$ cat src/rtl/pwm_pkg.sv
// rtl/pwm_pkg.sv - register map and CTRL bit positions shared by the PWM block
package pwm_pkg;

  localparam int ADDR_CTRL      = 'h00;
  localparam int ADDR_PRESCALE  = 'h01;
  localparam int ADDR_PERIOD    = 'h02;
  localparam int ADDR_STATUS    = 'h03;
  localparam int ADDR_IRQ_MASK  = 'h04;
  localparam int ADDR_COUNTER   = 'h05;
  localparam int ADDR_POLARITY  = 'h06;
  localparam int ADDR_DUTY_BASE = 'h20;

  localparam int CTRL_EN_BIT         = 0;
  localparam int CTRL_FORCE_LOAD_BIT = 1;

endpackage

$ cat src/rtl/pwm_channel_cmp.sv
// rtl/pwm_channel_cmp.sv - one PWM channel: active duty/polarity, compare and output flop
module pwm_channel_cmp #(
  parameter int CNT_W = 16
) (
  input  logic             clk,
  input  logic             reset_n,
  input  logic             i_load,
  input  logic             i_en,
  input  logic [CNT_W-1:0] i_cnt,
  input  logic [CNT_W-1:0] i_duty_sh,
  input  logic             i_pol_sh,
  output logic             o_pwm
);

  logic [CNT_W-1:0] r_duty_act;
  logic             r_pol_act;
  logic             r_pwm;

  // Active settings follow the shadows only at a period wrap or a forced/enable load
  always_ff @(posedge clk or negedge reset_n) begin
    if (!reset_n) begin
      r_duty_act <= '0;
      r_pol_act  <= 1'b0;
    end else if (i_load) begin
      r_duty_act <= i_duty_sh;
      r_pol_act  <= i_pol_sh;
    end
  end

  // Output flop: compare against the running count, idle at the polarity level when disabled
  always_ff @(posedge clk or negedge reset_n) begin
    if (!reset_n) begin
      r_pwm <= 1'b0;
    end else begin
      r_pwm <= i_en ? ((i_cnt < r_duty_act) ^ r_pol_act) : r_pol_act;
    end
  end

  assign o_pwm = r_pwm;

endmodule

$ cat src/rtl/pwm_multi_channel.sv
// rtl/pwm_multi_channel.sv - multi-channel PWM with Avalon-MM CSRs; wrap IRQ built only with PWM_IRQ_EN
module pwm_multi_channel
  import pwm_pkg::*;
#(
  parameter int NUM_CH = 8,
  parameter int CNT_W  = 16,
  parameter int ADDR_W = 6
) (
  input  logic              clk,
  input  logic              reset_n,
  input  logic [ADDR_W-1:0] address,
  input  logic              write,
  input  logic [31:0]       writedata,
  input  logic              read,
  output logic [31:0]       readdata,
  output logic [NUM_CH-1:0] pwm,
  output logic              irq
);

  logic              r_en;
  logic [CNT_W-1:0]  r_prescale;
  logic [CNT_W-1:0]  r_period_sh;
  logic [CNT_W-1:0]  r_period_act;
  logic [CNT_W-1:0]  r_duty_sh [NUM_CH];
  logic [NUM_CH-1:0] r_pol_sh;
  logic [CNT_W-1:0]  r_pre_cnt;
  logic [CNT_W-1:0]  r_cnt;
  logic [31:0]       r_readdata;

  logic              w_wr_ctrl;
  logic              w_start;
  logic              w_tick;
  logic              w_wrap;
  logic              w_load;
  logic [31:0]       w_rd_data;
  logic [NUM_CH-1:0] w_pwm;
  logic              w_unused_wdata;

  assign w_wr_ctrl = write && (address == ADDR_W'(ADDR_CTRL));
  // A restart happens on FORCE_LOAD or on the EN 0->1 edge
  assign w_start   = w_wr_ctrl && (writedata[CTRL_FORCE_LOAD_BIT] ||
                                   (writedata[CTRL_EN_BIT] && !r_en));
  // >= also recovers if PRESCALE is lowered below the running prescaler count
  assign w_tick    = r_en && (r_pre_cnt >= r_prescale);
  assign w_wrap    = w_tick && (r_cnt == r_period_act);
  assign w_load    = w_wrap || w_start;
  assign w_unused_wdata = ^writedata;

  // Shadow registers written from the bus
  always_ff @(posedge clk or negedge reset_n) begin
    if (!reset_n) begin
      r_en        <= 1'b0;
      r_prescale  <= '0;
      r_period_sh <= '1;
      r_pol_sh    <= '0;
      for (int i = 0; i < NUM_CH; i++) r_duty_sh[i] <= '0;
    end else if (write) begin
      if (address == ADDR_W'(ADDR_CTRL))     r_en        <= writedata[CTRL_EN_BIT];
      if (address == ADDR_W'(ADDR_PRESCALE)) r_prescale  <= writedata[CNT_W-1:0];
      if (address == ADDR_W'(ADDR_PERIOD))   r_period_sh <= writedata[CNT_W-1:0];
      if (address == ADDR_W'(ADDR_POLARITY)) r_pol_sh    <= writedata[NUM_CH-1:0];
      for (int i = 0; i < NUM_CH; i++) begin
        if (address == ADDR_W'(ADDR_DUTY_BASE + i)) r_duty_sh[i] <= writedata[CNT_W-1:0];
      end
    end
  end

  // Prescaler, period counter and active period; counters held at zero while disabled
  always_ff @(posedge clk or negedge reset_n) begin
    if (!reset_n) begin
      r_pre_cnt    <= '0;
      r_cnt        <= '0;
      r_period_act <= '1;
    end else begin
      if (w_load) r_period_act <= r_period_sh;
      if (w_start || !r_en) begin
        r_pre_cnt <= '0;
        r_cnt     <= '0;
      end else if (w_tick) begin
        r_pre_cnt <= '0;
        r_cnt     <= w_wrap ? '0 : r_cnt + CNT_W'(1);
      end else begin
        r_pre_cnt <= r_pre_cnt + CNT_W'(1);
      end
    end
  end

`ifdef PWM_IRQ_EN
  logic r_wrap_flag;
  logic r_irq_mask;
  logic r_irq;
  logic w_flag_nxt;
  logic w_mask_nxt;

  // Next flag/mask values; a wrap beats a simultaneous write-1-to-clear
  always_comb begin
    w_flag_nxt = r_wrap_flag;
    w_mask_nxt = r_irq_mask;
    if (write && (address == ADDR_W'(ADDR_STATUS)) && writedata[0]) w_flag_nxt = 1'b0;
    if (w_wrap) w_flag_nxt = 1'b1;
    if (write && (address == ADDR_W'(ADDR_IRQ_MASK))) w_mask_nxt = writedata[0];
  end

  // Wrap flag, mask and registered level interrupt
  always_ff @(posedge clk or negedge reset_n) begin
    if (!reset_n) begin
      r_wrap_flag <= 1'b0;
      r_irq_mask  <= 1'b0;
      r_irq       <= 1'b0;
    end else begin
      r_wrap_flag <= w_flag_nxt;
      r_irq_mask  <= w_mask_nxt;
      r_irq       <= w_flag_nxt & w_mask_nxt;
    end
  end

  assign irq = r_irq;
`else
  assign irq = 1'b0;
`endif

  // Read mux: shadow values, live counter, zero for unmapped words
  always_comb begin
    w_rd_data = '0;
    case (address)
      ADDR_W'(ADDR_CTRL):     w_rd_data[CTRL_EN_BIT] = r_en;
      ADDR_W'(ADDR_PRESCALE): w_rd_data[CNT_W-1:0]   = r_prescale;
      ADDR_W'(ADDR_PERIOD):   w_rd_data[CNT_W-1:0]   = r_period_sh;
      ADDR_W'(ADDR_COUNTER):  w_rd_data[CNT_W-1:0]   = r_cnt;
      ADDR_W'(ADDR_POLARITY): w_rd_data[NUM_CH-1:0]  = r_pol_sh;
`ifdef PWM_IRQ_EN
      ADDR_W'(ADDR_STATUS):   w_rd_data[0]           = r_wrap_flag;
      ADDR_W'(ADDR_IRQ_MASK): w_rd_data[0]           = r_irq_mask;
`else
      ADDR_W'(ADDR_STATUS),
      ADDR_W'(ADDR_IRQ_MASK): w_rd_data              = '0;
`endif
      default:                w_rd_data              = '0;
    endcase
    for (int i = 0; i < NUM_CH; i++) begin
      if (address == ADDR_W'(ADDR_DUTY_BASE + i)) w_rd_data[CNT_W-1:0] = r_duty_sh[i];
    end
  end

  // Read data register: one-cycle latency, holds between reads
  always_ff @(posedge clk or negedge reset_n) begin
    if (!reset_n) begin
      r_readdata <= '0;
    end else if (read) begin
      r_readdata <= w_rd_data;
    end
  end

  assign readdata = r_readdata;

  for (genvar g = 0; g < NUM_CH; g++) begin : g_ch
    pwm_channel_cmp #(
      .CNT_W(CNT_W)
    ) u_cmp (
      .clk      (clk),
      .reset_n  (reset_n),
      .i_load   (w_load),
      .i_en     (r_en),
      .i_cnt    (r_cnt),
      .i_duty_sh(r_duty_sh[g]),
      .i_pol_sh (r_pol_sh[g]),
      .o_pwm    (w_pwm[g])
    );
  end

  assign pwm = w_pwm;

endmodule
$ cat config.mk
export PLATFORM = sky130hd
export DESIGN_NAME = pwm_multi_channel
export DESIGN_NICKNAME = d
export VERILOG_FILES = /design/src/rtl/pwm_pkg.sv /design/src/rtl/pwm_channel_cmp.sv /design/src/rtl/pwm_multi_channel.sv
export SDC_FILE = /design/constraint.sdc
export NUM_CORES = 1
export LEC_CHECK = 0
export ABC_CLOCK_PERIOD_IN_PS = 7600
export CELL_PAD_IN_SITES_DETAIL_PLACEMENT = 1
export CELL_PAD_IN_SITES_GLOBAL_PLACEMENT = 1
export CORE_ASPECT_RATIO = 1.2
export CORE_MARGIN = 2
export CORE_UTILIZATION = 53
export DETAILED_ROUTE_END_ITERATION = 6
export PLACE_DENSITY_LB_ADDON = 0.2
export REMOVE_ABC_BUFFERS = 1
export SLEW_MARGIN = 20
export SYNTH_ARGS = -nofsm -noshare
export SYNTH_HDL_FRONTEND = slang
export SYNTH_HIERARCHICAL = 1
export SYNTH_SLANG_ARGS = --single-unit
$ cat constraint.sdc
create_clock -name clk -period 7.6 [get_ports clk]
set_input_delay 1.52 -clock clk [delete_from_list [all_inputs] [get_ports clk]]
set_output_delay 1.52 -clock clk [all_outputs]
set_load 0.005 [all_outputs]
Word-level counts from Yosys, hierarchy flattened
Cells that the tools add are included.

cells by class
  reductions and logical operators = 23
  equal/unequal tests = 13
  order comparisons = 9
  add/subtract/negate cells = 2
  multiplexer cells = 24
  bitwise gates (word level) = 8

operators by type and width
  kind                                                                    count
  16-bit 2-to-1 mux                                                       13
  16-bit < comparator                                                     8
  6-bit equality test (second input constant)                             8
  16-bit by 1-bit adder with 16-bit output (second input constant)        2
  7-bit case mux with 4 select lines                                      1
  8-bit case mux with 3 select lines                                      1
  2-bit AND reduction                                                     12
  16-bit equality test                                                    1
  16-bit greater-or-equal comparator                                      1
  6-bit by 3-bit equality test with 1-bit output (second input constant)  2
  1-bit 2-to-1 mux                                                        8
  1-bit bitwise XOR                                                       8
  6-bit by 1-bit equality test with 1-bit output (second input constant)  1
  6-bit by 2-bit equality test with 1-bit output (second input constant)  1
  6-bit logical NOT                                                       1
  1-bit logical AND                                                       5
  1-bit case mux with 5 select lines                                      1
  1-bit logical OR                                                        3
  2-bit nonzero test                                                      1
  1-bit logical NOT                                                       1

word-level totals
  output and inout port bits = 41
  register bits after elaboration = 377
  word-level logic and storage cells = 119
  bits of input ports = 42

Logic depth before layout (Yosys ltp)
  depth after elaboration = 10
  gate-level depth with buffers = 11

Cells and area by module
Netlist, hierarchy kept.

modules (own cells, without submodules)
  module             area each (um^2)  instances  cells each
  pwm_multi_channel  11592.4           1          1006
  pwm_channel_cmp    1027.2            8          106

Least setup slack after synthesis
Ideal clock, no wire load.

  kind = input to register
  start = in address[3]
  end = reg g_ch[0].u_cmp.r_duty_act[15]
  setup time = 0.132 ns
  cell stages on the path = 7
  slack = 4.404 ns
  arrival = 3.064 ns
  data required time = 7.468 ns
  path through = nor4_1 -> and3_1 -> o21ai_0 -> o21ai_4 -> buf_12 -> clkbuf_1 -> o21ai_1

on the way
  cells in the longest elaborated chain, start to end = 4

ends and longest elaborated chain
  what                  line                     source
  from (decl)           pwm_multi_channel.sv:11  input logic [ADDR_W-1:0] address,
  6-bit logical NOT     pwm_multi_channel.sv:39  assign w_wr_ctrl = write && (address == ADDR_W'(ADDR_CTRL));
  1-bit logical AND     pwm_multi_channel.sv:39
  1-bit logical AND     pwm_multi_channel.sv:41  assign w_start = w_wr_ctrl && (writedata[CTRL_FORCE_LOAD_BIT] ||
  1-bit logical OR      pwm_multi_channel.sv:46  assign w_load = w_wrap || w_start;
  via w_load            pwm_multi_channel.sv:34  logic w_load;
  to (signal assigned)  pwm_channel_cmp.sv:25    r_duty_act <= i_duty_sh;
  to (decl)             pwm_channel_cmp.sv:15    logic [CNT_W-1:0] r_duty_act;

The timed path passes the listed nets, and every way through them passes these cells.
A chain may end at the register's enable or synchronous reset.

Worst setup path after layout
  start = in address[1]
  end = reg r_duty_sh[90] in the netlist's numbering

on the way
  cells in the longest elaborated chain, start to end = 2

ends and longest elaborated chain
  what                                  line                     source
  6-bit equality test                   pwm_multi_channel.sv:63  if (address == ADDR_W'(ADDR_DUTY_BASE + i)) r_duty_sh[i] <= writedata[CNT_W-1:0];
  2-bit AND reduction (no source line)  -
  to (signal, indexed assignment)       pwm_multi_channel.sv:63
  to (decl)                             pwm_multi_channel.sv:24  logic [CNT_W-1:0] r_duty_sh [NUM_CH];

Every way passes these cells.

==> impl_metrics.env <==
export IMPL_drv_cap=0
export IMPL_grt_ovfl_total=0
export IMPL_port_buffers=49
export IMPL_layout_drive_gt1_share_pct=17.7
export IMPL_start_util_pct=53.7
export IMPL_syn_inst=1854
export IMPL_syn2layout_area_growth_pct=10.8
export IMPL_drt_pass1_iterations=5
export IMPL_drv_slew=0
export IMPL_cts_resized=0
export IMPL_yosys_area_top_type_share_pct=43.6
export IMPL_crit_fanout=23
export IMPL_synth_area_sq_um=19800
export IMPL_status="complete, no violations"
export IMPL_htree_levels=2
export IMPL_r2r_worst_path_cells=7
export IMPL_initialDrtViolationCount=881
export IMPL_antenna_left=0
export IMPL_synth_main_ff_cell="dfrtp_1"
export IMPL_utilization_pct=59.5
export IMPL_dpl_cell_area_sq_um=20600
export IMPL_startpoint_type="primary input"
export IMPL_rsz0062_at_grt="no"
export IMPL_synth_yosys_seq_area_share_pct=47.8
export IMPL_path_cells="clkdlybuf4s50_1 -> buf_4 -> nor2b_1 -> and2_1 -> nand2_1 -> mux2_2"
export IMPL_clkTransAtPathRegs_ns=0.06
export IMPL_synth_area_per_cell_sq_um=10.7
export IMPL_hp_start="g_ch[7].u_cmp/r_pol_act"
export IMPL_dpl_hpwl_um=38200
export IMPL_r2r_end="g_ch[0].u_cmp/r_duty_act[0]"
export IMPL_max_slew_worst_pin_slew_ns=1.15
export IMPL_crit_path_top_delay_cell="nor2b_1"
export IMPL_fp_row_count=77
export IMPL_total_power_mw=5.87
export IMPL_clk_insertion_delay_late_ns=0.54
export IMPL_synth_top_cells_by_count="345 x dfrtp_1, 239 x nand2_1, 176 x mux2_2"
export IMPL_synth_simple_area_share_pct=10.9
export IMPL_synth_top_family_by_area="compound AO/OA/AOI/OAI gates"
export IMPL_yosysWarnings=6
export IMPL_drc=0
export IMPL_min_path_cells=1
export IMPL_clock_fmax_ghz=0.215
export IMPL_cts_tree="yes"
export IMPL_diodes=0
export IMPL_slowest_delay_ns=0.75
export IMPL_synthDistinctLibCells=73
export IMPL_finalClockSkew_ns=0.0203
export IMPL_die_width_um=180
export IMPL_grt_pass1_vias=15700
export IMPL_hold_viol_final=0
export IMPL_grt_use_total_pct=29.8
export IMPL_synth_top_cell_by_area="dfrtp_1"
export IMPL_period_minus_slack_ns=4.66
export IMPL_synth_compound_area_share_pct=13.5
export IMPL_wire_per_inst_um=24.2
export IMPL_p_per_area_nw_per_um2=268
export IMPL_cts_sinks=377
export IMPL_final_cells=2369
export IMPL_max_slew_margin_pct=23.4
export IMPL_synth_most_common_cell="dfrtp_1"
export IMPL_crit_path_start="address[1]"
export IMPL_synthAdderAreaFrac_pct=8.72
export IMPL_finalCritPeriodShare_pct=61.3
export IMPL_tns_ns=0
export IMPL_grt_pass1_wl_um=90400
export IMPL_dpl_cell_count=2297
export IMPL_coreArea_sq_um=36900
export IMPL_worst_ep_required_time_ns=8.01
export IMPL_cts_path_max_buffers=3
export IMPL_grt_max_degree=187
export IMPL_cts_setup_buffers=0
export IMPL_ioPinCount=83
export IMPL_hold_end="g_ch[7].u_cmp/o_pwm"
export IMPL_critPathKind="in2reg"
export IMPL_synth_xor_area_share_pct=1.76
export IMPL_timing_rr_start="r_cnt[4]"
export IMPL_cts_hold_buffers=0
export IMPL_endpoint_kind="register"
export IMPL_r2r_slack_ns=3.88
export IMPL_finalNetCount=2046
export IMPL_viasPerCell=6.12
export IMPL_wirelength_um=57300
export IMPL_synth_mux_area_fraction_pct=11.6
export IMPL_via_count=14500
export IMPL_nFillCells=3919
export IMPL_ys_ff_latch=377
export IMPL_die_height_um=216
export IMPL_min_path_type="reg2reg"
export IMPL_cts_buffers=41
export IMPL_synth_area_leaders="dfrtp_1 44%, mux2_2 10%, ha_1 8.7%"
export IMPL_async_flop_share_pct=100
export IMPL_stdcell_area_sq_um=21900
export IMPL_irDropWorstVdd_mv=0.256
export IMPL_antenna_found_initial=0
export IMPL_dieArea_sq_um=38900
export IMPL_cts_root_buf="clkbuf_16"
export IMPL_setup_viol=0
export IMPL_cp_arrival_ns=5.06
export IMPL_gp_congestion=0.802
export IMPL_p_leak_nw=10.0
export IMPL_synth_enable_flop_cells=0
per-stage QoR:
step | setup slack [ns] | hold slack [ns]
after floorplan | 2.00 | 0.440
after global placement | 2.46 | 0.473
after detailed placement | 2.47 | 0.485
after CTS | 3.04 | 0.493
after global routing | 2.74 | 0.514
final | 2.94 | 0.484
cell type report:
| type | instances | area, sq um | area share [%] |
|---|---|---|---|
| timing repair buffer | 70 | 678 | 3.09 |
| clock inverter | 12 | 164 | 0.747 |
| clock buffer | 60 | 1210 | 5.50 |
| tap | 474 | 593 | 2.70 |
| sequential | 377 | 9470 | 43.2 |
| inverter | 138 | 518 | 2.36 |
| multi-input combinational | 1238 | 9310 | 42.4 |
worst max-delay path: cells and delay by family:
| kind | cells | cell delay (ns) |
|---|---|---|
| muxes | 1 | 0.50 |
| and+or+nand+nor | 3 | 2.23 |
| buffers and inverters | 2 | 0.78 |
registers in the layout, indices dropped and copies added, names as in the netlist:
name                   cells
g_ch.u_cmp/r_pol_act       8
g_ch.u_cmp/r_duty_act    128
g_ch.u_cmp/o_pwm           8
r_period_act              16
r_pol_sh                   8
r_period_sh               16
r_pre_cnt                 16
r_duty_sh                128
r_prescale                16
r_en                       1
readdata                  16
r_cnt                     16
logic make-up (layout without fill, tap and decap cells):
logic type      count (synthesis)  count (layout)
other cells                     1              17
mux                           202             202
fa+ha+maj                     138             138
simple gates                  445             445
flops                         377             377
buf+inv                       255             280
xor+xnor                       38              38
compound gates                398             398
how the worst max path moves through the flow:
| stage | endpoint | cells past startpoint |
|---|---|---|
| 2_1_floorplan | r_period_act[0] | 6 |
| 3_3_place_gp | r_duty_sh[89] | 6 |
| 3_5_place_dp | r_duty_sh[80] | 6 |
| 4_1_cts | r_duty_sh[91] | 6 |
| 5_1_grt | r_duty_sh[91] | 6 |
| 6_report | r_duty_sh[90] | 6 |
metal layers:
metal  share of wire, %  global-route usage, %
met4                4.7                   13.2
met5                  0                      0
met3                4.0                   4.29
met1                 42                   37.4
met2                 50                   51.5
layout by cell type (no fill, tap or decap), drive strengths merged, types with 4 or more instances in the layout:
master / netlist / layout
xor2: 7 / 7
xnor2: 31 / 31
nor3: 4 / 4
buf: 60 / 22
clkinv: 0 / 8
nand2: 242 / 242
bufinv: 0 / 4
ha: 138 / 138
and3: 32 / 32
o21a: 17 / 17
nor2: 45 / 45
a21oi: 60 / 60
o21ai: 167 / 167
dfstp: 32 / 32
dfrtp: 345 / 345
o211ai: 11 / 11
o221ai: 14 / 14
nand2b: 27 / 27
mux2: 201 / 201
a22oi: 44 / 44
or3: 5 / 5
o2111ai: 9 / 9
a2111oi: 15 / 15
o22ai: 9 / 9
conb: 1 / 17
inv: 138 / 138
a221oi: 12 / 12
o311a: 7 / 7
nand4: 24 / 24
a21o: 13 / 13
clkbuf: 57 / 60
and2: 14 / 14
a31oi: 9 / 9
clkdlybuf4s50: 0 / 48
nand3: 31 / 31
power by group:
| part | total [mW] | switching, mW | internal (mW) |
|---|---|---|---|
| combinational | 1.27 | 0.708 | 0.563 |
| sequential | 2.55 | 0.203 | 2.35 |
| clock | 2.05 | 0.815 | 1.23 |
| total | 5.87 | 1.73 | 4.15 |
No activity file was read; power rests on OpenSTA's default activity.
